## config.mk

```make
export PLATFORM = sky130hd
export DESIGN_NAME = apple_logic
export DESIGN_NICKNAME = d
export VERILOG_FILES = /design/src/rtl/snake_pkg.sv /design/src/rtl/apple_logic_lfsr16.sv /design/src/rtl/apple_logic.sv
export SDC_FILE = /design/constraint.sdc
export NUM_CORES = 1
export LEC_CHECK = 0
export CAP_MARGIN = 20
export CORE_MARGIN = 2
export CORE_UTILIZATION = 51
export DETAILED_ROUTE_END_ITERATION = 16
export GPL_ROUTABILITY_DRIVEN = 0
export GPL_TIMING_DRIVEN = 0
export HOLD_SLACK_MARGIN = 0.02
export PLACE_DENSITY = 0.94
export REMOVE_ABC_BUFFERS = 1
export SLEW_MARGIN = 15
export SYNTH_ARGS = -nofsm -noshare
export SYNTH_HDL_FRONTEND = slang
export SYNTH_SLANG_ARGS = --single-unit
```

## constraint.sdc

```tcl
create_clock -name clk4 -period 8.2 [get_ports clk4]
set_input_delay 1.23 -clock clk4 [delete_from_list [all_inputs] [get_ports clk4]]
set_output_delay 1.23 -clock clk4 [all_outputs]
set_load 0.01 [all_outputs]
```

## src/rtl/snake_pkg.sv

```systemverilog
// Shared geometry for the snake game: grid cell size, grid and screen dimensions,
// and the pixel coordinate type used on every position port.
package snake_pkg;

  localparam int CELL     = 20;
  localparam int GRID_W   = 32;
  localparam int GRID_H   = 24;
  localparam int SCREEN_W = 640;
  localparam int SCREEN_H = 480;

  typedef logic [9:0] coord_t;

endpackage

```

## src/rtl/apple_logic_lfsr16.sv

```systemverilog
// 16-bit Fibonacci LFSR, x^16+x^14+x^13+x^11+1, shifting left one bit per enabled tick.
module lfsr16 #(
  parameter logic [15:0] SEED = 16'hACE1
) (
  input  logic        clk,
  input  logic        rst,
  input  logic        en,
  output logic [15:0] q
);

  logic fb;

  // Feedback from taps 16, 14, 13 and 11 (bit indices 15, 13, 12, 10).
  always_comb begin
    fb = q[15] ^ q[13] ^ q[12] ^ q[10];
  end

  // Synchronous reset to the seed; shift left with feedback into bit 0.
  always_ff @(posedge clk) begin
    // NOTE: state registers use <= so every flop samples pre-edge values regardless of block order.
    if (rst) begin
      q <= SEED;
    end else if (en) begin
      q <= {q[14:0], fb};
    end
  end

endmodule

```

## src/rtl/apple_logic.sv

```systemverilog
// Snake-game apple/score unit. Every game tick the snake head is compared with the
// displayed apple; a hit bumps the score, pulses eaten and publishes a new apple cell
// drawn from the LFSR. The renderer picks up the new apple when score[0] toggles.
module apple_logic
  import snake_pkg::*;
#(
  parameter logic [15:0] SEED   = 16'hACE1,
  parameter coord_t      INIT_X = 10'd320,
  parameter coord_t      INIT_Y = 10'd240
) (
  input  logic       clk4,
  input  logic       rst,
  input  coord_t     newposx,
  input  coord_t     newposy,
  input  coord_t     applex,
  input  coord_t     appley,
  output logic [7:0] score,
  output coord_t     newapplex,
  output coord_t     newappley,
  output logic       eaten
);

  logic [15:0] lfsr;
  logic        match;
  logic [4:0]  cx;
  logic [4:0]  cy_raw;
  logic [4:0]  cy;
  coord_t      cx_w;
  coord_t      cy_w;
  coord_t      px_raw;
  coord_t      px_bump;
  coord_t      px;
  coord_t      py;

  // Free-running random source; advances on every non-reset tick.
  lfsr16 #(.SEED(SEED)) u_lfsr (
    .clk (clk4),
    .rst (rst),
    .en  (1'b1),
    .q   (lfsr)
  );

  // Hit detection and mapping of the current LFSR value to an on-grid apple cell.
  always_comb begin
    // NOTE: every output of this block gets a value on every path, so no latches are inferred.
    match   = (newposx == applex) && (newposy == appley);
    cx      = lfsr[4:0];
    cy_raw  = lfsr[9:5];
    cy      = (cy_raw >= 5'(GRID_H)) ? (cy_raw - 5'(GRID_H)) : cy_raw;
    cx_w    = {5'd0, cx};
    cy_w    = {5'd0, cy};
    // Cell-to-pixel scaling by 20 as x*16 + x*4.
    px_raw  = (cx_w << 4) + (cx_w << 2);
    py      = (cy_w << 4) + (cy_w << 2);
    px_bump = px_raw + coord_t'(CELL);
    if (px_bump == coord_t'(SCREEN_W)) begin
      px_bump = '0;
    end
    // Never drop the new apple directly under the head; slide it one cell right.
    px = ((px_raw == newposx) && (py == newposy)) ? px_bump : px_raw;
  end

  // Score, apple position and eaten pulse; reset overrides a simultaneous hit.
  always_ff @(posedge clk4) begin
    if (rst) begin
      score     <= '0;
      newapplex <= INIT_X;
      newappley <= INIT_Y;
      eaten     <= 1'b0;
    end else if (match) begin
      score     <= score + 8'd1;
      newapplex <= px;
      newappley <= py;
      eaten     <= 1'b1;
    end else begin
      eaten     <= 1'b0;
    end
  end

endmodule

```

; Word level (Yosys, flattened, before mapping)
; Index checks and enable logic that the tools add are counted.
[op_classes]
order_cmp = 1
bitwise = 3
n_mux = 4
n_reduce_logical = 2
n_div = 0
shift = 0
eq_ne = 5
mul = 0
add_sub_neg = 5
[ops]
columns = operator, count
row1 = $eq A10 B10 Y1, 4
row2 = $add A9 B7 Y10, 2
row3 = $mux W10, 2
row4 = $add A10 B5 Y10 const B, 1
row5 = $eq A10 B10 Y1 const B, 1
row6 = $add A8 B1 Y8 const B, 1
row7 = $ge A5 B5 Y1 const B, 1
row8 = $mux W5, 1
row9 = $sub A5 B5 Y5 const B, 1
row10 = $xor A1 B1 Y1, 3
row11 = $logic_and A1 B1 Y1, 2
row12 = $mux W1, 1
[totals]
elab_cells = 25
rom_bits = 0
latchBits = 0
ff_bits = 45
inputBits = 42
ramBits = 0
memories = 0

; Logic depth before layout (Yosys ltp)
; Gate-level depths: netlist of the first run.
[logic_depth]
word_depth = 6
mapped_depth = 11
depth_no_buf = 10

; Cells and area by module
; Synthesis of the first run repeated with hierarchy kept, for this count alone.
[unflattened]
hier_cells = 265
hier_area_um2 = 2526.2
[modules_own_cells]
columns = module, n_inst, cells_per_inst, seq_area_each_um2, area_each_um2
row1 = apple_logic, 1, 210, 500.5, 1906.8
row2 = lfsr16, 1, 55, 320.3, 619.3

; Least setup slack after synthesis of the first run
; No wires, ideal clock.
[synth_timing]
kind = input to register
startpoint = input port newposx[0]
endpoint = register newapplex[3]
stages = 7
arrival_time_ns = 2.844
t_required_ns = 8.069
path_slack_ns = 5.225
cell_sequence = or4_1 > nor2_1 > nand4_1 > a2111o_1 > nor2_4 > mux2i_1 > a211oi_1
[synth_between]
elab_chain_len = 3
word_cells_on_any_way = 5
classes_between = eq/ne (2) / mux (1) / reduce/logical (2)
[synth_rtl]
columns = element, line_no
row1 = from (decl), apple_logic.sv:13  ; input coord_t newposx,
row2 = $eq A10 B10 Y1, apple_logic.sv:60  ; px = ((px_raw == newposx) && (py == newposy)) ? px_bump : px_raw;
row3 = $logic_and A1 B1 Y1, apple_logic.sv:60
row4 = $mux W10, apple_logic.sv:60
row5 = to (signal assigned), apple_logic.sv:72  ; newapplex <= px;
row6 = to (decl), apple_logic.sv:18  ; output coord_t newapplex,
; Parallel ways exist; a longest one is shown, timed or not.
; A chain may end at the register's enable or synchronous reset.

; Final worst setup path of the first run
[layout_timing]
startpoint = input port newposx[7]
endpoint = register newapplex[9]
; The elaborated chain is that of the path after synthesis.

==> run_results.csv, run 1 <==
group,metric,value,unit
final_layout,nets,385,
pwr,p_sw_share,28.6,%
timing,fin_crit,3630,ps
yosys,synth_enable_flop_cells,0,
yosys,yosys.area.top_type,"dfxtp_1",
yosys,syn_area,2440,sq um
timing,hold_viol_final,0,
yosys,yosysSeqAreaShare,33.6,%
clock_network,h-tree-depth,2,
yosys,ys_seq_elements,41,
worst_hold_path,worstHoldStart,"u_lfsr.q[14]$_SDFF_PP0_",
timing,setup_violations,0,
worst_setup_path,crit_required,8370,ps
clock_network,cts.sinks,41,
status,status,"finished clean",
grt,grt_pass1_vias,2022,
grt,antenna_found_initial,0,
routing,wl_per_cell,13.9,um
clock_network,cts_hold_buf,0,
pwr,intPower,0.000320,W
yosys,synthFlopType,"dfxtp_1",
yosys,netlist_instances,273,
yosys,syn_area_per_cell,8.95,sq um
final_layout,n_antenna_cell,0,
worst_setup_path,cp_data_arrival_time,3800,ps
worst_setup_path,rr_endpoint,"newapplex[3]$_SDFFE_PP0P_",
timing,fmax,0.276,GHz
clock_network,clock_latency,300,ps
yosys,synthTopCellsByArea,"dfxtp_1 (34%), xnor2_1 (12%), xor2_1 (5.7%)",
worst_setup_path,r2r_cells,10,
clock_network,tritoncts,"done",
timing,tns,0,ps
timing,rsz0062_at_grt,"false",
clock_network,clock-root-buffer,"clkbuf_8",
pwr,pwr_density_cell,142,nW/um^2
worst_setup_path,timing.rr.start,"u_lfsr.q[8]$_SDFF_PP0_",
pwr,ir_drop,0.0000792,V
floorplanning,dieArea,5360,sq um
clock_network,clkTransAtPathRegs,80,ps
grt,grt.total_usage,21.9,%
grt,grt_pass1_wl,9100,um
final_layout,drive_above_1_share,5.69,%
worst_setup_path,cp-start-kind,"primary input",
routing,drtIter0Drc,124,
yosys,ys_warn_count,0,
yosys,ys_types,53,
pwr,power_frac_comb,23.1,%
clock_network,postCtsSetupBuffers,0,
routing,wirelength,5400,um
clock_network,clockBufferDepth,2,
timing,tightest_slew,1010,ps
worst_setup_path,crit_fanout,27,
clock_network,ctsResizeCount,0,
routing,drc,0,
pwr,seq_power_share,47.3,%
worst_hold_path,worstHoldPathType,"register to register",
grt,grt_max_degree,35,
final_layout,fill_cells,373,
timing,finalClockSkew,9.18,ps
floorplanning,num_rows,25,
routing,via_count,2137,
pwr,totalPowerFinal,0.000449,W
clock_network,numCtsBuffers,5,
yosys,synthArstFlopShare,0,%
timing,report.final.slew_viol_count,0,
routing,dr.pass1.iters,6,
floorplanning,die_w,73.2,um
timing,period_share,44.2,%
place,hpwl,4090,um
yosys,synth_top_area_share,33.6,%
floorplanning,start_util,52.4,%
worst_hold_path,min_to,"u_lfsr.q[15]$_SDFF_PP1_",
routing,drt.antenna.violating_nets,0,
place,io_buffer_count,66,
routing,vias_per_cell,5.51,
worst_setup_path,r2r_setup_slack,4960,ps
timing,relSlewSlack,32.9,%
worst_setup_path,crit_path_end_kind,"register",
final_layout,synthToLayoutAreaGrowth,29.6,%
floorplanning,io_pins,71,
pwr,power.switching,0.000129,W
worst_hold_path,hold_path_depth,1,
grt,grt_overflow,0,
floorplanning,coreArea,4660,sq um
pwr,clkPwrFrac,29.5,%
floorplanning,die_h,73.2,um
pwr,p_leak,1.17,nW
worst_setup_path,timing_worst_setup_path_type,"primary input to register",
job,cap_violations,0,
==> power by group through the flow <==
| stage | combinational, W | clock, W | sequential, W |
|---|---|---|---|
| after CTS | 0.000103 | 0.000133 | 0.000212 |
| after floorplan | 0.0000642 | 0 | 0.000215 |
| after detailed placement | 0.000103 | 0 | 0.000217 |
| final | 0.000104 | 0.000133 | 0.000213 |
| after global placement | 0.000100 | 0 | 0.000217 |
| after global routing | 0.000114 | 0.000142 | 0.000213 |
==> worst max path at each step <==
stage | start | endpoint | slack [ps] | depth (start not counted)
2_1_floorplan | newposx[0] | newapplex[3]$_SDFFE_PP0P_ | 5200 | 7
3_3_place_gp | newposx[7] | newapplex[9]$_SDFFE_PP0P_ | 4340 | 8
3_5_place_dp | newposx[7] | newapplex[9]$_SDFFE_PP0P_ | 4320 | 8
4_1_cts | newposx[7] | newapplex[9]$_SDFFE_PP0P_ | 4610 | 8
5_1_grt | newposx[7] | newapplex[9]$_SDFFE_PP0P_ | 4400 | 8
6_report | newposx[7] | newapplex[9]$_SDFFE_PP0P_ | 4570 | 8
==> cells in the mapped netlist, types with 3 or more instances <==
| cell | count |
|---|---|
| or2_2 | 6 |
| a211o_1 | 3 |
| inv_1 | 8 |
| a21oi_1 | 6 |
| xnor2_1 | 33 |
| dfxtp_1 | 41 |
| and3_1 | 4 |
| ha_1 | 8 |
| nand2_1 | 18 |
| buf_4 | 6 |
| nand4_1 | 10 |
| nand3_1 | 8 |
| xor2_1 | 16 |
| nand2b_1 | 3 |
| nor2_1 | 22 |
| mux2i_1 | 4 |
| o21ai_0 | 9 |
| clkbuf_1 | 6 |
| a211oi_1 | 5 |
| nor2b_1 | 13 |
| nor3_1 | 4 |
==> worst max-delay path, stage by stage <==
cell	delay, ps
clkdlybuf4s50_1	590
xnor2_1	160
nand4_1	110
nor3_1	240
and2_1	830
o21ai_0	210
a311oi_1	300
a211oi_1	110
==> kinds of logic (layout without fill, tap and decap cells) <==
| family | Yosys count | after routing | synth area share (%) |
|---|---|---|---|
| AOI/OAI and AO/OA | 40 | 40 | 11.6 |
| DFF | 41 | 41 | 33.6 |
| other | 1 | 4 | 0.153 |
| xor gates and xnor gates | 51 | 51 | 19.5 |
| muxes | 5 | 5 | 2.10 |
| adders and majority gates | 10 | 10 | 5.73 |
| buffers and inverters | 24 | 82 | 5.22 |
| and+or+nand+nor | 101 | 101 | 22.1 |
==> registers in the layout, summed over array words and instances (netlist names) <==
| signal | flops |
|---|---|
| newapplex | 8 |
| newappley | 8 |
| u_lfsr.q | 16 |
| eaten | 1 |
| score | 8 |
==> layout by cell type, fill, tap and decap left out, types with 9 or more instances in the layout <==
cell type / n
clkdlybuf4s50_1: 65
dfxtp_1: 41
nand2_1: 18
nand4_1: 10
nor2_1: 22
nor2b_1: 13
o21ai_0: 9
xnor2_1: 33
xor2_1: 16
==> per-layer routing <==
metal	vias up	track usage [%]	part of all wire (%)
met5	-	0	0
met3	8	3.87	5.3
met1	995	27.7	43
met4	0	9.47	2.0
met2	83	36.5	50
li1	1051	-	-
==> layout make-up <==
class                           instances  area (sq um)  area share [%]
Tap cell                               54          67.6            2.13
Inverter                                8          30.0           0.948
Sequential cell                        41           821            25.9
Multi-Input combinational cell        211          1510            47.6
Clock inverter                          2          15.0           0.474
Clock buffer                            6          72.6            2.29
Timing Repair Buffer                   66           656            20.7
==> stage by stage <==
step	instance area, sq um	util (%)	setup WS (ps)	hold WS (ps)	cells
final	3170	68.0	4570	424	388
after global routing	3170	68.0	4400	441	388
after CTS	3170	68.1	4610	424	388
after detailed placement	3090	66.2	4320	405	380
after global placement	3090	66.2	4340	394	380
after floorplan	2360	-	5200	389	260
(Power assumes the default switching activity.)
==> run 2: changes to the inputs <==
--- a/config.mk
+++ b/config.mk
@@ -7,12 +7,12 @@
 export LEC_CHECK = 0
 export CAP_MARGIN = 20
 export CORE_MARGIN = 2
-export CORE_UTILIZATION = 51
+export CORE_UTILIZATION = 43
 export DETAILED_ROUTE_END_ITERATION = 16
 export GPL_ROUTABILITY_DRIVEN = 0
 export GPL_TIMING_DRIVEN = 0
 export HOLD_SLACK_MARGIN = 0.02
-export PLACE_DENSITY = 0.94
+export PLACE_DENSITY = 0.85
 export REMOVE_ABC_BUFFERS = 1
 export SLEW_MARGIN = 15
 export SYNTH_ARGS = -nofsm -noshare
==> constraint.sdc (replaced) <==
create_clock -name clk4 -period 3.3 [get_ports clk4]
set_input_delay 0.495 -clock clk4 [delete_from_list [all_inputs] [get_ports clk4]]
set_output_delay 0.495 -clock clk4 [all_outputs]
set_load 0.01 [all_outputs]
==> run 2 against run 1 <==
- setup slack lost 4300 ps
- cell area grew 0.75%
- largest power group unchanged
- sequential cell count is the same
- non-clock buffer count is the same
- clock-buffer cell count shrank 1
- clock skew grew 2.8 ps
==> run_results.csv, run 2 (same netlist as run 1, synthesis figures left out) <==
group,metric,value,unit
job,cap_violations,0,
floorplanning,dieArea,6300,sq um
final_layout,layout_common_cells,"clkdlybuf4s50_1 (65), dfxtp_1 (41), xnor2_1 (33)",
routing,dr.pass1.iters,4,
final_layout,final_util,58.0,%
final_layout,n_antenna_cell,0,
place,hpwl,4330,um
clock_network,h-tree-depth,2,
grt,grt_overflow,0,
grt,grt_max_degree,35,
timing,rsz0062_at_grt,"false",
worst_setup_path,slowest_delay,710,ps
timing,finalClockSkew,12.0,ps
clock_network,tritoncts,"done",
clock_network,clock-root-buffer,"clkbuf_8",
floorplanning,start_util,44.4,%
timing,fmax,0.325,GHz
place,io_buffer_count,66,
worst_hold_path,worstHoldPathType,"register to register",
timing,relSlewSlack,34.2,%
final_layout,largest_register_ffs,16,
worst_setup_path,timing.rr.start,"u_lfsr.q[3]$_SDFF_PP0_",
grt,grt.total_usage,18.4,%
final_layout,drive_above_1_share,6.29,%
worst_setup_path,crit_required,3440,ps
final_layout,largest-register,"u_lfsr.q",
floorplanning,num_rows,27,
routing,wirelength,5590,um
clock_network,numCtsBuffers,5,
timing,fin_crit,3070,ps
floorplanning,die_h,79.4,um
routing,drt.antenna.violating_nets,0,
worst_setup_path,path_buf_inv,0,
worst_setup_path,path_cells,"fa_1 -> xor2_1 -> nor4_1 -> nand4_1 -> a2111o_1 -> nor2_4 -> mux2i_1 -> a211oi_1",
worst_hold_path,worstHoldStart,"u_lfsr.q[14]$_SDFF_PP0_",
timing,tns,0,ps
floorplanning,coreArea,5510,sq um
timing,period_share,93.1,%
clock_network,cts.sinks,41,
worst_setup_path,critPathTopFamily,"flip-flops",
pwr,p_leak,1.18,nW
clock_network,cts_hold_buf,0,
final_layout,nets,385,
worst_setup_path,cp-start-kind,"register",
floorplanning,die_w,79.4,um
final_layout,synthToLayoutAreaGrowth,30.6,%
grt,grt_pass1_vias,2091,
worst_setup_path,crit_slowest_cell,"dfxtp_1",
timing,tightest_slew,986,ps
clock_network,clock_latency,310,ps
timing,setup_violations,0,
worst_setup_path,crit_fanout,17,
grt,grt_pass1_wl,9040,um
clock_network,clockBufferDepth,2,
worst_setup_path,crit_path_end_kind,"register",
routing,vias_per_cell,5.26,
worst_setup_path,timing_worst_setup_path_type,"register to register",
worst_setup_path,worstSetupStartpoint,"u_lfsr.q[3]$_SDFF_PP0_",
pwr,pwr_density_cell,350,nW/um^2
clock_network,clkTransAtPathRegs,90,ps
grt,antenna_found_initial,0,
routing,drtIter0Drc,126,
final_layout,final_common_cell,"clkdlybuf4s50_1",
routing,via_count,2134,
routing,wl_per_cell,13.8,um
timing,report.final.slew_viol_count,0,
pwr,ir_drop,0.000161,V
status,status,"finished clean",
routing,drc,0,
timing,hold_viol_final,0,
worst_setup_path,cp_data_arrival_time,3210,ps
clock_network,postCtsSetupBuffers,0,
floorplanning,io_pins,71,
==> run 2: changes by cell type in the layout (fill, tap and decap cells not counted), sizes merged <==
cell / previous run / this run
clkinv: 0 / 2
clkbuf: 6 / 5
clkinvlp: 2 / 1
==> run 2: final timing paths <==
path	end	slack, ps	cells after the start
worst max register to register	newapplex[3]$_SDFFE_PP0P_	230	8
worst max-delay path	newapplex[3]$_SDFFE_PP0P_	230	8
worst min-delay path	u_lfsr.q[15]$_SDFF_PP1_	430	1
worst min register to register	u_lfsr.q[15]$_SDFF_PP1_	430	1
==> run 2: cell type report <==
class	instances	area, sq um
Fill cell	516	2310
Clock buffer	5	68.8
Multi-Input combinational cell	211	1510
Timing Repair Buffer	66	656
Inverter	8	30.0
Tap cell	72	90.1
Clock inverter	3	17.5
Sequential cell	41	821
==> run 2: routing by layer <==
metal / share of wire [%] / track usage (%) / vias up
li1: - / - / 1054
met1: 44 / 21.6 / 974
met2: 48 / 32.8 / 97
met3: 6.4 / 3.62 / 9
met4: 2.0 / 7.41 / 0
met5: 0 / 0 / -
==> run 2: worst reg2reg max path, cell delays in order (launching register included) <==
cell      delay [ps]
dfxtp_1          710
fa_1             620
xor2_1           210
nor4_1           180
nand4_1          140
a2111o_1         530
nor2_4           220
mux2i_1          210
a211oi_1          90
==> run 2: what timing repair did <==
item / 4_1_cts / 5_1_grt
hold endpoints to repair: 0 / 0
resized for setup: 0 / 1
endpoints found under the setup margin: 0 / 8
==> run 2: report_power, final <==
part | switching (W) | internal (W) | total, W
Clock | 0.000184 | 0.000146 | 0.000330
Sequential | 0.0000210 | 0.000508 | 0.000529
Combinational | 0.000120 | 0.000139 | 0.000259
Total | 0.000324 | 0.000794 | 0.00112
==> run 2: per-stage QoR <==
stage               hold WS (ps)  worst slack (ps)  std cells  area [sq um]  power, W
CTS                          423               117        406          3190   0.00112
global placement             392               193        398          3110  0.000789
finish                       428               227        406          3190   0.00112
global route                 440              27.2        406          3190   0.00116
floorplan                    389               496        260          2360  0.000693
detailed placement           409               162        398          3110  0.000797
==> run 3: changes to the inputs <==
--- a/config.mk
+++ b/config.mk
@@ -7,12 +7,12 @@
 export LEC_CHECK = 0
 export CAP_MARGIN = 20
 export CORE_MARGIN = 2
-export CORE_UTILIZATION = 43
+export CORE_UTILIZATION = 40
 export DETAILED_ROUTE_END_ITERATION = 16
 export GPL_ROUTABILITY_DRIVEN = 0
 export GPL_TIMING_DRIVEN = 0
 export HOLD_SLACK_MARGIN = 0.02
-export PLACE_DENSITY = 0.85
+export PLACE_DENSITY = 0.81
 export REMOVE_ABC_BUFFERS = 1
 export SLEW_MARGIN = 15
 export SYNTH_ARGS = -nofsm -noshare
==> run 3 against run 2 <==
- critical path depth unchanged
- sequential cell count unchanged
- cell count increased by 0.74%
- critical endpoint unchanged
- power increased by 8.1%
- fmax increased by 1.1%
- critical path type unchanged
- largest cell class unchanged
- first-iteration DRC count decreased by 33%
- combinational power decreased by 2%
- clock power increased by 29%
- highest routed layer unchanged
- clock skew about the same
- die area increased by 7.1%
==> run_results.csv, run 3 (same netlist as run 1, synthesis figures left out) <==
group,metric,value,unit
place,hpwl,4300,um
grt,grt_overflow,0,
routing,vias_per_cell,5.22,
final_layout,regArea,821,sq um
floorplanning,num_rows,28,
routing,wl_per_cell,13.4,um
worst_hold_path,min_to,"u_lfsr.q[15]$_SDFF_PP1_",
timing,fin_crit,3040,ps
worst_setup_path,crit_path_end_kind,"register",
place,io_buffer_count,66,
worst_setup_path,crit_fanout,17,
job,cap_violations,0,
routing,met2_length,2560,um
timing,fmax,0.329,GHz
place,placed_area,3110,sq um
timing,setup_violations,0,
clock_network,clock-root-buffer,"clkbuf_8",
worst_setup_path,r2r_cells,8,
final_layout,final_area,3230,sq um
floorplanning,dieArea,6750,sq um
routing,maxUsedRoutingLayer,"met4",
timing,rsz0062_at_grt,"false",
floorplanning,io_pins,71,
routing,via_count,2134,
routing,dr.pass1.iters,4,
clock_network,tritoncts,"done",
floorplanning,die_w,82.2,um
worst_setup_path,timing_worst_setup_path_type,"register to register",
final_layout,nets,385,
grt,grt.total_usage,17.4,%
final_layout,n_antenna_cell,0,
worst_hold_path,worstHoldStart,"u_lfsr.q[14]$_SDFF_PP0_",
clock_network,clockBufferDepth,2,
routing,drc,0,
worst_setup_path,cp-start-kind,"register",
routing,drt.antenna.violating_nets,0,
floorplanning,coreArea,5920,sq um
worst_setup_path,timing.rr.start,"u_lfsr.q[3]$_SDFF_PP0_",
final_layout,final_common_cell,"clkdlybuf4s50_1",
grt,antenna_found_initial,0,
final_layout,drive_above_1_share,6.29,%
pwr,p_leak,1.19,nW
clock_network,cts_hold_buf,0,
timing,finalClockSkew,12.2,ps
final_layout,layout_common_cells,"clkdlybuf4s50_1 (65), dfxtp_1 (41), xnor2_1 (33)",
routing,wirelength,5490,um
worst_hold_path,hold_path_depth,1,
pwr,seq_power_share,43.8,%
timing,relSlewSlack,32.8,%
floorplanning,die_h,82.2,um
pwr,intPower,0.000893,W
clock_network,postCtsSetupBuffers,0,
pwr,power_frac_comb,21.1,%
grt,grt_pass1_vias,2085,
worst_setup_path,cp_data_arrival_time,3180,ps
final_layout,largest_register_ffs,16,
clock_network,clock_latency,300,ps
timing,period_share,92.1,%
final_layout,fill_cells,565,
worst_setup_path,r2r_setup_slack,260,ps
pwr,clkPwrFrac,35.1,%
grt,grt_max_degree,35,
worst_hold_path,worstHoldPathType,"register to register",
final_layout,largest-register,"u_lfsr.q",
pwr,ir_drop,0.000207,V
routing,wl_met1,2470,um
clock_network,h-tree-depth,2,
status,status,"finished clean",
pwr,power.switching,0.000316,W
worst_setup_path,crit_required,3440,ps
final_layout,multi_input_area,1510,sq um
pwr,pwr_density_cell,374,nW/um^2
clock_network,clkTransAtPathRegs,90,ps
timing,tns,0,ps
routing,wl_met3,377,um
clock_network,cts.sinks,41,
timing,tightest_slew,1010,ps
pwr,p_sw_share,26.1,%
worst_setup_path,rr_endpoint,"newapplex[3]$_SDFFE_PP0P_",
clock_network,numCtsBuffers,5,
final_layout,synthToLayoutAreaGrowth,32.2,%
timing,hold_viol_final,0,
timing,report.final.slew_viol_count,0,
floorplanning,start_util,41.3,%
routing,drtIter0Drc,85,
grt,grt_pass1_wl,9000,um
-- run 3: cell count changes in the layout (fill, tap and decap cells not counted) --
cell	delta
clkinv_2	-2
bufinv_16	+1
clkbuf_8	+1
-- run 3: final cells by class --
type	instances	area share, %
Multi-Input combinational cell	211	46.7
Sequential cell	41	25.4
Timing Repair Buffer	66	20.3
Tap cell	75	2.91
Clock buffer	6	2.56
Clock inverter	2	1.16
Inverter	8	0.930
-- run 3: routing by layer --
metal,up-vias,global-route usage (%)
met1,990,21.6
li1,1057,-
met4,0,6.33
met5,-,0
met2,80,29.9
met3,7,3.48
-- run 3: power groups by stage --
stage	Clock, W	Sequential [W]	Combinational [W]
after global placement	0	0.000540	0.000248
after global routing	0.000451	0.000532	0.000279
after floorplan	0	0.000534	0.000160
final	0.000425	0.000529	0.000255
after detailed placement	0	0.000540	0.000256
after CTS	0.000432	0.000529	0.000256
-- run 3: repair_timing --
| action | CTS | global route |
|---|---|---|
| resized for setup | 0 | 1 |
| setup endpoints to repair | 0 | 7 |
| hold endpoints to repair | 0 | 0 |
-- run 3: worst max path at each step --
stage / from / endpoint / cells past startpoint
after global placement: newposx[7] / newapplex[9]$_SDFFE_PP0P_ / 8
after detailed placement: newposx[7] / newapplex[9]$_SDFFE_PP0P_ / 8
final: u_lfsr.q[3]$_SDFF_PP0_ / newapplex[3]$_SDFFE_PP0P_ / 8
after global routing: u_lfsr.q[3]$_SDFF_PP0_ / newapplex[3]$_SDFFE_PP0P_ / 8
after CTS: u_lfsr.q[8]$_SDFF_PP0_ / newapplex[3]$_SDFFE_PP0P_ / 10
after floorplan: u_lfsr.q[8]$_SDFF_PP0_ / newapplex[3]$_SDFFE_PP0P_ / 10
-- run 3: metrics by stage --
stage	cells	total power, W	hold WS (ps)	worst slack [ps]	util, %
3_5_place_dp	401	0.000796	401	132	52.6
3_3_place_gp	401	0.000788	394	165	52.6
5_1_grt	409	0.00126	431	14.9	54.5
6_report	409	0.00121	415	261	54.5
4_1_cts	409	0.00122	419	193	54.6
2_1_floorplan	260	0.000693	389	496	-
-- run 3: critical path: stages (launching register included) --
cell and delay, ps:
dfxtp_1 710, fa_1 620, xor2_1 200, nor4_1 170, nand4_1 130, a2111o_1 530, nor2_4 210, mux2i_1 210
a211oi_1 80
